<file path="src/rtl/shift_pkg.sv">
// Shared encodings for the bit_shift library: shift modes, FSM states and
// the reserved-mode boundary.
package shift_pkg;

  localparam logic [2:0] MODE_LSL = 3'b000;
  localparam logic [2:0] MODE_LSR = 3'b001;
  localparam logic [2:0] MODE_ASR = 3'b010;
  localparam logic [2:0] MODE_ROL = 3'b011;
  localparam logic [2:0] MODE_ROR = 3'b100;

  // Encodings at or above this value are reserved.
  localparam logic [2:0] MODE_FIRST_RSVD = 3'b101;

  localparam logic [1:0] ST_IDLE  = 2'd0;
  localparam logic [1:0] ST_SHIFT = 2'd1;
  localparam logic [1:0] ST_DONE  = 2'd2;

  function automatic logic is_reserved(input logic [2:0] mode);
    return mode >= MODE_FIRST_RSVD;
  endfunction

endpackage

</file>
<file path="src/rtl/shift_step.sv">
// Single-position shift/rotate step, purely combinational.
// Rotate modes exist only when SHIFT_ROTATE_EN is defined.
module shift_step
  import shift_pkg::*;
#(
  parameter int WIDTH = 8
) (
  input  logic [WIDTH-1:0] data,
  input  logic [2:0]       mode,
  output logic [WIDTH-1:0] next_data,
  output logic             carry
);

  always_comb begin
    next_data = data;
    carry     = 1'b0;
    case (mode)
      MODE_LSL: begin
        next_data = {data[WIDTH-2:0], 1'b0};
        carry     = data[WIDTH-1];
      end
      MODE_LSR: begin
        next_data = {1'b0, data[WIDTH-1:1]};
        carry     = data[0];
      end
      MODE_ASR: begin
        next_data = {data[WIDTH-1], data[WIDTH-1:1]};
        carry     = data[0];
      end
`ifdef SHIFT_ROTATE_EN
      MODE_ROL: begin
        next_data = {data[WIDTH-2:0], data[WIDTH-1]};
        carry     = data[WIDTH-1];
      end
      MODE_ROR: begin
        next_data = {data[0], data[WIDTH-1:1]};
        carry     = data[0];
      end
`endif
      default: ;
    endcase
  end

endmodule

</file>
<file path="src/rtl/shift_seq_unit.sv">
// Handshaked multi-cycle shift engine, one position per clock.
// SHIFT_ROTATE_EN enables ROL/ROR; otherwise they run as LSL/LSR.
//
// state    | meaning
// ST_IDLE  | in_ready high, waiting for a request
// ST_SHIFT | stepping working register, counter down to terminal count 1
// ST_DONE  | result presented on out_valid until out_ready
module shift_seq_unit
  import shift_pkg::*;
#(
  parameter int WIDTH   = 8,
  parameter int SHAMT_W = 3
) (
  input  logic               clock,
  input  logic               reset,
  input  logic               in_valid,
  output logic               in_ready,
  input  logic [WIDTH-1:0]   in_data,
  input  logic [SHAMT_W-1:0] in_amt,
  input  logic [2:0]         in_mode,
  output logic               out_valid,
  input  logic               out_ready,
  output logic [WIDTH-1:0]   out_data,
  output logic               out_carry,
  output logic               busy
);

  localparam logic [SHAMT_W-1:0] CNT_ONE = SHAMT_W'(1);

  logic [1:0]         state_q;
  logic [WIDTH-1:0]   work_q;
  logic [SHAMT_W-1:0] cnt_q;
  logic [2:0]         mode_q;
  logic               carry_q;
  logic               clr_q;

  logic [WIDTH-1:0]   step_data;
  logic               step_carry;
  logic [2:0]         acc_mode;
  logic               acc_rsvd;
  logic               acc_clr;
  logic               accept;

  shift_step #(.WIDTH(WIDTH)) u_step (
    .data      (work_q),
    .mode      (mode_q),
    .next_data (step_data),
    .carry     (step_carry)
  );

  assign in_ready  = (state_q == ST_IDLE) && !reset;
  assign out_valid = (state_q == ST_DONE);
  assign busy      = (state_q != ST_IDLE);
  assign out_data  = work_q;
  assign accept    = in_valid && in_ready;
  // Shifting LSL/LSR by exactly WIDTH would leave the last real bit in carry;
  // logical shifts of WIDTH or more report carry 0.
  assign out_carry = carry_q && !clr_q;

  always_comb begin
    acc_mode = in_mode;
    acc_rsvd = is_reserved(in_mode);
`ifndef SHIFT_ROTATE_EN
    if (in_mode == MODE_ROL) acc_mode = MODE_LSL;
    if (in_mode == MODE_ROR) acc_mode = MODE_LSR;
`endif
    acc_clr = (32'(in_amt) >= 32'(WIDTH)) &&
              ((acc_mode == MODE_LSL) || (acc_mode == MODE_LSR));
  end

  always_ff @(posedge clock or posedge reset) begin
    if (reset) begin
      state_q <= ST_IDLE;
      work_q  <= '0;
      cnt_q   <= '0;
      mode_q  <= MODE_LSL;
      carry_q <= 1'b0;
      clr_q   <= 1'b0;
    end else begin
      case (state_q)
        ST_IDLE: begin
          if (accept) begin
            work_q  <= in_data;
            cnt_q   <= in_amt;
            mode_q  <= acc_mode;
            carry_q <= 1'b0;
            clr_q   <= acc_clr;
            state_q <= (in_amt == '0 || acc_rsvd) ? ST_DONE : ST_SHIFT;
          end
        end
        ST_SHIFT: begin
          work_q  <= step_data;
          carry_q <= step_carry;
          cnt_q   <= cnt_q - CNT_ONE;
          if (cnt_q == CNT_ONE) state_q <= ST_DONE;
        end
        ST_DONE: begin
          if (out_ready) state_q <= ST_IDLE;
        end
        default: state_q <= ST_IDLE;
      endcase
    end
  end

endmodule

</file>
<file path="config.mk">
export PLATFORM = sky130hd
export DESIGN_NAME = shift_seq_unit
export DESIGN_NICKNAME = d
export VERILOG_FILES = /design/src/rtl/shift_pkg.sv /design/src/rtl/shift_step.sv /design/src/rtl/shift_seq_unit.sv
export SDC_FILE = /design/constraint.sdc
export NUM_CORES = 1
export LEC_CHECK = 0
export BUFFER_PORTS_ARGS = -buffer_cell sky130_fd_sc_hd__buf_4
export CORE_MARGIN = 2
export CORE_UTILIZATION = 46
export DETAILED_ROUTE_END_ITERATION = 10
export GPL_ROUTABILITY_DRIVEN = 0
export GPL_TIMING_DRIVEN = 0
export PLACE_DENSITY_LB_ADDON = 0.2
export SKIP_CTS_REPAIR_TIMING = 1
export SLEW_MARGIN = 25
export SYNTH_ARGS = -nofsm -noshare
export SYNTH_HDL_FRONTEND = slang
export SYNTH_SLANG_ARGS = --single-unit
</file>
<file path="constraint.sdc">
create_clock -name clock -period 1.4 [get_ports clock]
set_input_delay 0.14 -clock clock [delete_from_list [all_inputs] [get_ports clock]]
set_output_delay 0.14 -clock clock [all_outputs]
set_load 0.1 [all_outputs]
</file>
==> results.tsv, run 1 <==
metric	value	unit
placement.setup.worst_slack	-230	ps
grt_setup_unrepaired	yes	
r2r_end	out_data[1]	
wirelength	2700	um
max-clock-path-buffers	2	
main_synth_ff_type	sky130_fd_sc_hd__dfrtp_1	
clock_skew	1.73	ps
vias_per_cell	5.53	
synthesis.area_per_instance	9.60	um^2
nets	177	
floorplan.initialDensity	0.490	
insertion_delay	300	ps
portBuffers	29	
hold_violations	17	
holdWs	-16.7	ps
cts_buffers	3	
first_global_vias	895	
cells_after_synthesis	113	
place.detailed.hpwl	1770	um
num_vias	1017	
clock_tree_from_tritoncts	yes	
design_area	1580	um^2
area_taken_by_multi_input_logic_gates	679	um^2
grt_usage	0.196	
ys_ff_latch	17	
chip_height	52.6	um
layout.filler_cells	177	
antenna_violating_nets_post_route	0	
critPathCaptureType	output port	
violations	negative hold slack, negative setup slack	
maxCapViolations	0	
flow.area_growth_from_synthesis	45.8	%
final_period_minus_worst_setup_slack	1520	ps
cts-root-buf	sky130_fd_sc_hd__clkbuf_4	
yosys.area.top_type	sky130_fd_sc_hd__dfrtp_1	
setup.reg_to_reg.worst_slack	-80	ps
final-setup-viol-count	15	
die-area	2760	um^2
async_reset_ff_frac	1.00	
postPlaceCellArea	1360	um^2
synth_cell_type_count	33	
drt_pass1_iterations	5	
rr_startpoint	state_q[0]	
worst_r2r_path_depth	6	
htree_levels	1	
number_of_flops_mapped_to_enable_cells_by_yosys	0	
floorplan_die_width	52.6	um
outcome	finished with violations	
placement_rows	17	
placed_cells	170	
timing_worst_slew_pin_value	691	ps
layout-drive-gt1-share	0.564	
grt_pass1_wl	3930	um
yosysMostFrequentCell	sky130_fd_sc_hd__dfrtp_1	
timing.hold.worst.class	input port to async pin	
cts_sinks	17	
post_drt_wl_per_cell	14.7	um
synth.yosys.seq_area_share	0.392	
crit_type	register to output port	
finalCritPeriodShare	1.09	
synthesis.nets	133	
instances_no_fill	184	
maxClockFrequency	0.656	GHz
maxSlewHeadroom	0.539	
postLayoutCoreUtil	0.715	
cp_max_fo	8	
synthesis.yosys.warnings	0	
timing.critical_path.arrival	1380	ps
sequential_cell_area	439	um^2
core_area	2210	um^2
post-synth-top-area-fraction	0.392	
grt_antenna_before_repair	0	
synth_commonest_cells	sky130_fd_sc_hd__dfrtp_1 (17), sky130_fd_sc_hd__nand2_1 (15), sky130_fd_sc_hd__nor2_1 (10)	
grt_max_degree	19	
post_cts_clock_slew_at_the_launch_and_capture_registers_of_the_worst_setup_and_hold_paths	110	ps
drt_drc_violations_left	0	
post_synth_main_area_contributors	sky130_fd_sc_hd__dfrtp_1 (39%), sky130_fd_sc_hd__a211oi_2 (6.9%), sky130_fd_sc_hd__nand2_1 (5.2%)	
worst-endpoint-required	1260	ps
critPathLaunchType	register	
grt.overflow.total	0	
initialDrtViolationCount	19	
design.portCount	30	
setup_ws	-124	ps
report.final.slew_viol_count	0	
n_antenna_cell	0	
syn_area	1080	um^2
==> cell usage in the layout, fill, tap and decap left out, drive strengths merged <==
cell / synthesis / routed
maj3: 1 / 1
xnor2: 1 / 1
nand2: 15 / 15
nor3b: 7 / 7
nor2: 10 / 10
dfrtp: 17 / 17
nand3b: 1 / 1
clkinv: 0 / 1
o31ai: 9 / 9
o211ai: 2 / 2
ha: 2 / 2
nand2b: 1 / 1
inv: 5 / 5
or2: 2 / 2
and2: 1 / 1
o2bb2ai: 1 / 1
nand3: 4 / 4
nor2b: 3 / 3
or2b: 1 / 1
nor4b: 1 / 1
buf: 3 / 42
a2bb2oi: 1 / 1
a21oi: 5 / 5
o22ai: 1 / 1
and2b: 1 / 1
o21ai: 5 / 5
mux2i: 2 / 2
clkbuf: 3 / 6
a31oi: 2 / 2
a211oi: 6 / 6
==> per-stage QoR <==
step	hold WS, ps	setup TNS, ps
final	-16.7	-746
after global routing	27.2	-1730
after CTS	0.288	-2280
after detailed placement	332	-2650
after global placement	322	-2200
after floorplan	73.7	-375
==> per-layer routing <==
layer / vias to the layer above / routed length [um] / global-route usage
li1: 492 / - / -
met1: 494 / 1220 / 0.258
met2: 29 / 1320 / 0.323
met3: 2 / 153 / 0.0600
met4: 0 / 12 / 0.0256
met5: - / 0 / 0
==> registers in the layout, indices dropped and copies added (netlist names) <==
name,flops
cnt_q,3
state_q,2
mode_q,3
out_data,8
carry_q,1
==> area by class of cell <==
cell class                 count  area share
clock buffer                   3      0.0142
clock inverter                 1     0.00316
tap                           28      0.0222
sequential                    17       0.278
buffer                         6      0.0380
multi-input combinational     85       0.430
timing repair buffer          39       0.203
inverter                       5      0.0119
==> how the worst max path moves through the flow <==
stage,startpoint,to,slack [ps],cells past startpoint
after global placement,reset,carry_q,-220,5
after global routing,state_q[0],cnt_q[2],-180,5
after floorplan,state_q[0],in_ready,-120,3
final,state_q[0],in_ready,-120,4
after detailed placement,reset,carry_q,-230,5
after CTS,state_q[0],out_data[1],-230,5
==> logic make-up (layout without fill, tap and decap cells) <==
| group | count (synthesis) | in the layout | synth area share |
|---|---|---|---|
| AOI/OAI and AO/OA | 32 | 32 | 0.238 |
| xor gates and xnor gates | 1 | 1 | 0.0150 |
| adders and majority gates | 3 | 3 | 0.0323 |
| buffers and inverters | 11 | 54 | 0.0681 |
| DFF | 17 | 17 | 0.392 |
| muxes | 2 | 2 | 0.0185 |
| and+or+nand+nor | 47 | 47 | 0.236 |
==> worst max-delay path, cell delays in order (launching register included) <==
cell	delay, ps
sky130_fd_sc_hd__dfrtp_1	400
sky130_fd_sc_hd__buf_6	140
sky130_fd_sc_hd__or2_4	240
sky130_fd_sc_hd__nor2_4	120
sky130_fd_sc_hd__buf_12	180
Power of run 1 is not shown: default switching activity piles up to over one toggle a cycle in this logic, so the estimate is an artifact.
==> run 2: changes to the inputs <==
CORE_MARGIN = 10   (was 2)
==> results.tsv, run 2 (synthesis results as in run 1) <==
metric	value	unit	change
outcome	finished with violations		
violations	negative hold slack, negative setup slack		
maxClockFrequency	0.669	GHz	+1.9%
cts_sinks	17		unchanged
hold_violations	10		-7
timing.critical_path.slowest_stage_cell	sky130_fd_sc_hd__dfrtp_2		
worst_r2r_path_depth	5		-1
grt_max_degree	19		unchanged
insertion_delay	280	ps	-20 ps
num_vias	974		-4.2%
grt_setup_unrepaired	yes		
setup_ws	-95.8	ps	+27.9 ps
design_area	1510	um^2	-4.7%
grt_pass1_wl	4280	um	+8.9%
timing.hold.worst.class	input port to async pin		
maxSlewHeadroom	0.540		+0.00117
core_area	2230	um^2	+0.96%
r2r_end	out_data[1]		
detailroute.wirelength.met2	1330	um	+0.76%
antenna_violating_nets_post_route	0		unchanged
grt_antenna_before_repair	0		unchanged
layout.filler_cells	179		+1.1%
drt_drc_violations_left	0		unchanged
htree_levels	1		unchanged
vias_per_cell	5.38		-2.6%
final_period_minus_worst_setup_slack	1500	ps	-27.9 ps
max-clock-path-buffers	2		unchanged
cts-root-buf	sky130_fd_sc_hd__clkbuf_4		
report.final.slew_viol_count	0		unchanged
dr_wl_met3	152	um	-0.65%
routed.top_layer	met4		
largest_register_ff_count	8		unchanged
timing_worst_slew_pin_value	689	ps	-1.76 ps
final-setup-viol-count	14		-1
grt.overflow.total	0		unchanged
wirelength	2710	um	+0.11%
finalCritPeriodShare	1.07		-0.0199
critPathLaunchType	register		
first_global_vias	936		+4.6%
crit_type	register to output port		
cts_buffers	3		unchanged
maxCapViolations	0		unchanged
floorplan_die_width	68.6	um	+30%
placement_rows	17		unchanged
chip_height	68.6	um	+30%
place.detailed.hpwl	2020	um	+14%
die-area	4700	um^2	+70%
worst-endpoint-required	1260	ps	about the same
rr_startpoint	mode_q[0]		
floorplan.initialDensity	0.486		-0.00467
drt_pass1_iterations	4		-1
flow.area_growth_from_synthesis	38.9	%	
setup.reg_to_reg.worst_slack	-80	ps	about the same
commonest_cells_after_routing_fill_and_taps_aside	sky130_fd_sc_hd__buf_4 (33), sky130_fd_sc_hd__nand2_1 (15), sky130_fd_sc_hd__dfrtp_2 (11)		
timing.critical_path.arrival	1360	ps	-20 ps
portBuffers	29		unchanged
nets	174		-1.7%
clock_skew	5.86	ps	+4.13 ps
post_drt_wl_per_cell	15.0	um	+1.8%
design.portCount	30		unchanged
grt_usage	0.114		-0.0820
holdWs	-7.67	ps	+9.00 ps
worstPathCellList	or2_4, buf_4, buf_12		
initialDrtViolationCount	27		+8
cp_max_fo	8		unchanged
layout-drive-gt1-share	0.464		-0.100
critPathCaptureType	output port		
clock_tree_from_tritoncts	yes		
mostFrequentLayoutCell	sky130_fd_sc_hd__buf_4		
n_antenna_cell	0		unchanged
detail_route.wirelength.met1	1210	um	-0.16%
postPlaceCellArea	1360	um^2	unchanged
post_cts_clock_slew_at_the_launch_and_capture_registers_of_the_worst_setup_and_hold_paths	100	ps	about the same
slowest_delay	480	ps	+80 ps
==> run 2: cell count changes in the layout (fill, tap and decap cells not counted), sizes merged <==
cell	change
buf	-2
clkinv	-1
==> run 2: worst max-delay path by stage <==
| stage | startpoint | end | slack [ps] | cells past startpoint |
|---|---|---|---|---|
| 2_1_floorplan | state_q[0] | in_ready | -120 | 3 |
| 3_3_place_gp | reset | carry_q | -230 | 5 |
| 3_5_place_dp | reset | cnt_q[0] | -230 | 5 |
| 4_1_cts | state_q[1] | out_data[1] | -230 | 4 |
| 5_1_grt | state_q[0] | out_data[6] | -160 | 5 |
| 6_report | state_q[1] | busy | -100 | 3 |
==> run 2: through the flow <==
stage,utilization,std cells,setup TNS [ps],worst slack [ps]
final,0.675,181,-610,-95.8
after global routing,0.675,181,-1840,-156
after CTS,0.620,174,-2130,-232
after detailed placement,0.608,170,-2530,-226
after global placement,0.608,170,-2290,-231
after floorplan,-,113,-375,-117
==> run 2: area by class of cell <==
type                            count  area, um^2  area share
Multi-Input combinational cell     85         622       0.413
Sequential cell                    17         439       0.292
Timing Repair Buffer               36         308       0.204
Buffer                              6        57.6      0.0382
Tap cell                           28        35.0      0.0233
Clock buffer                        4        26.3      0.0174
Inverter                            5        18.8      0.0125
==> run 2: per-layer routing <==
| layer | GRT usage | up-vias |
|---|---|---|
| met5 | 0 | - |
| met4 | 0.0151 | 0 |
| met3 | 0.0306 | 2 |
| met2 | 0.185 | 15 |
| met1 | 0.150 | 472 |
| li1 | - | 485 |
==> run 2: critical path: cells and delay by family, from the launching register on <==
kind,cells,cell delay [ps]
buffers and inverters,2,310
and+or+nand+nor,1,290
DFF,1,480
Power of run 2 is left out for the same reason.
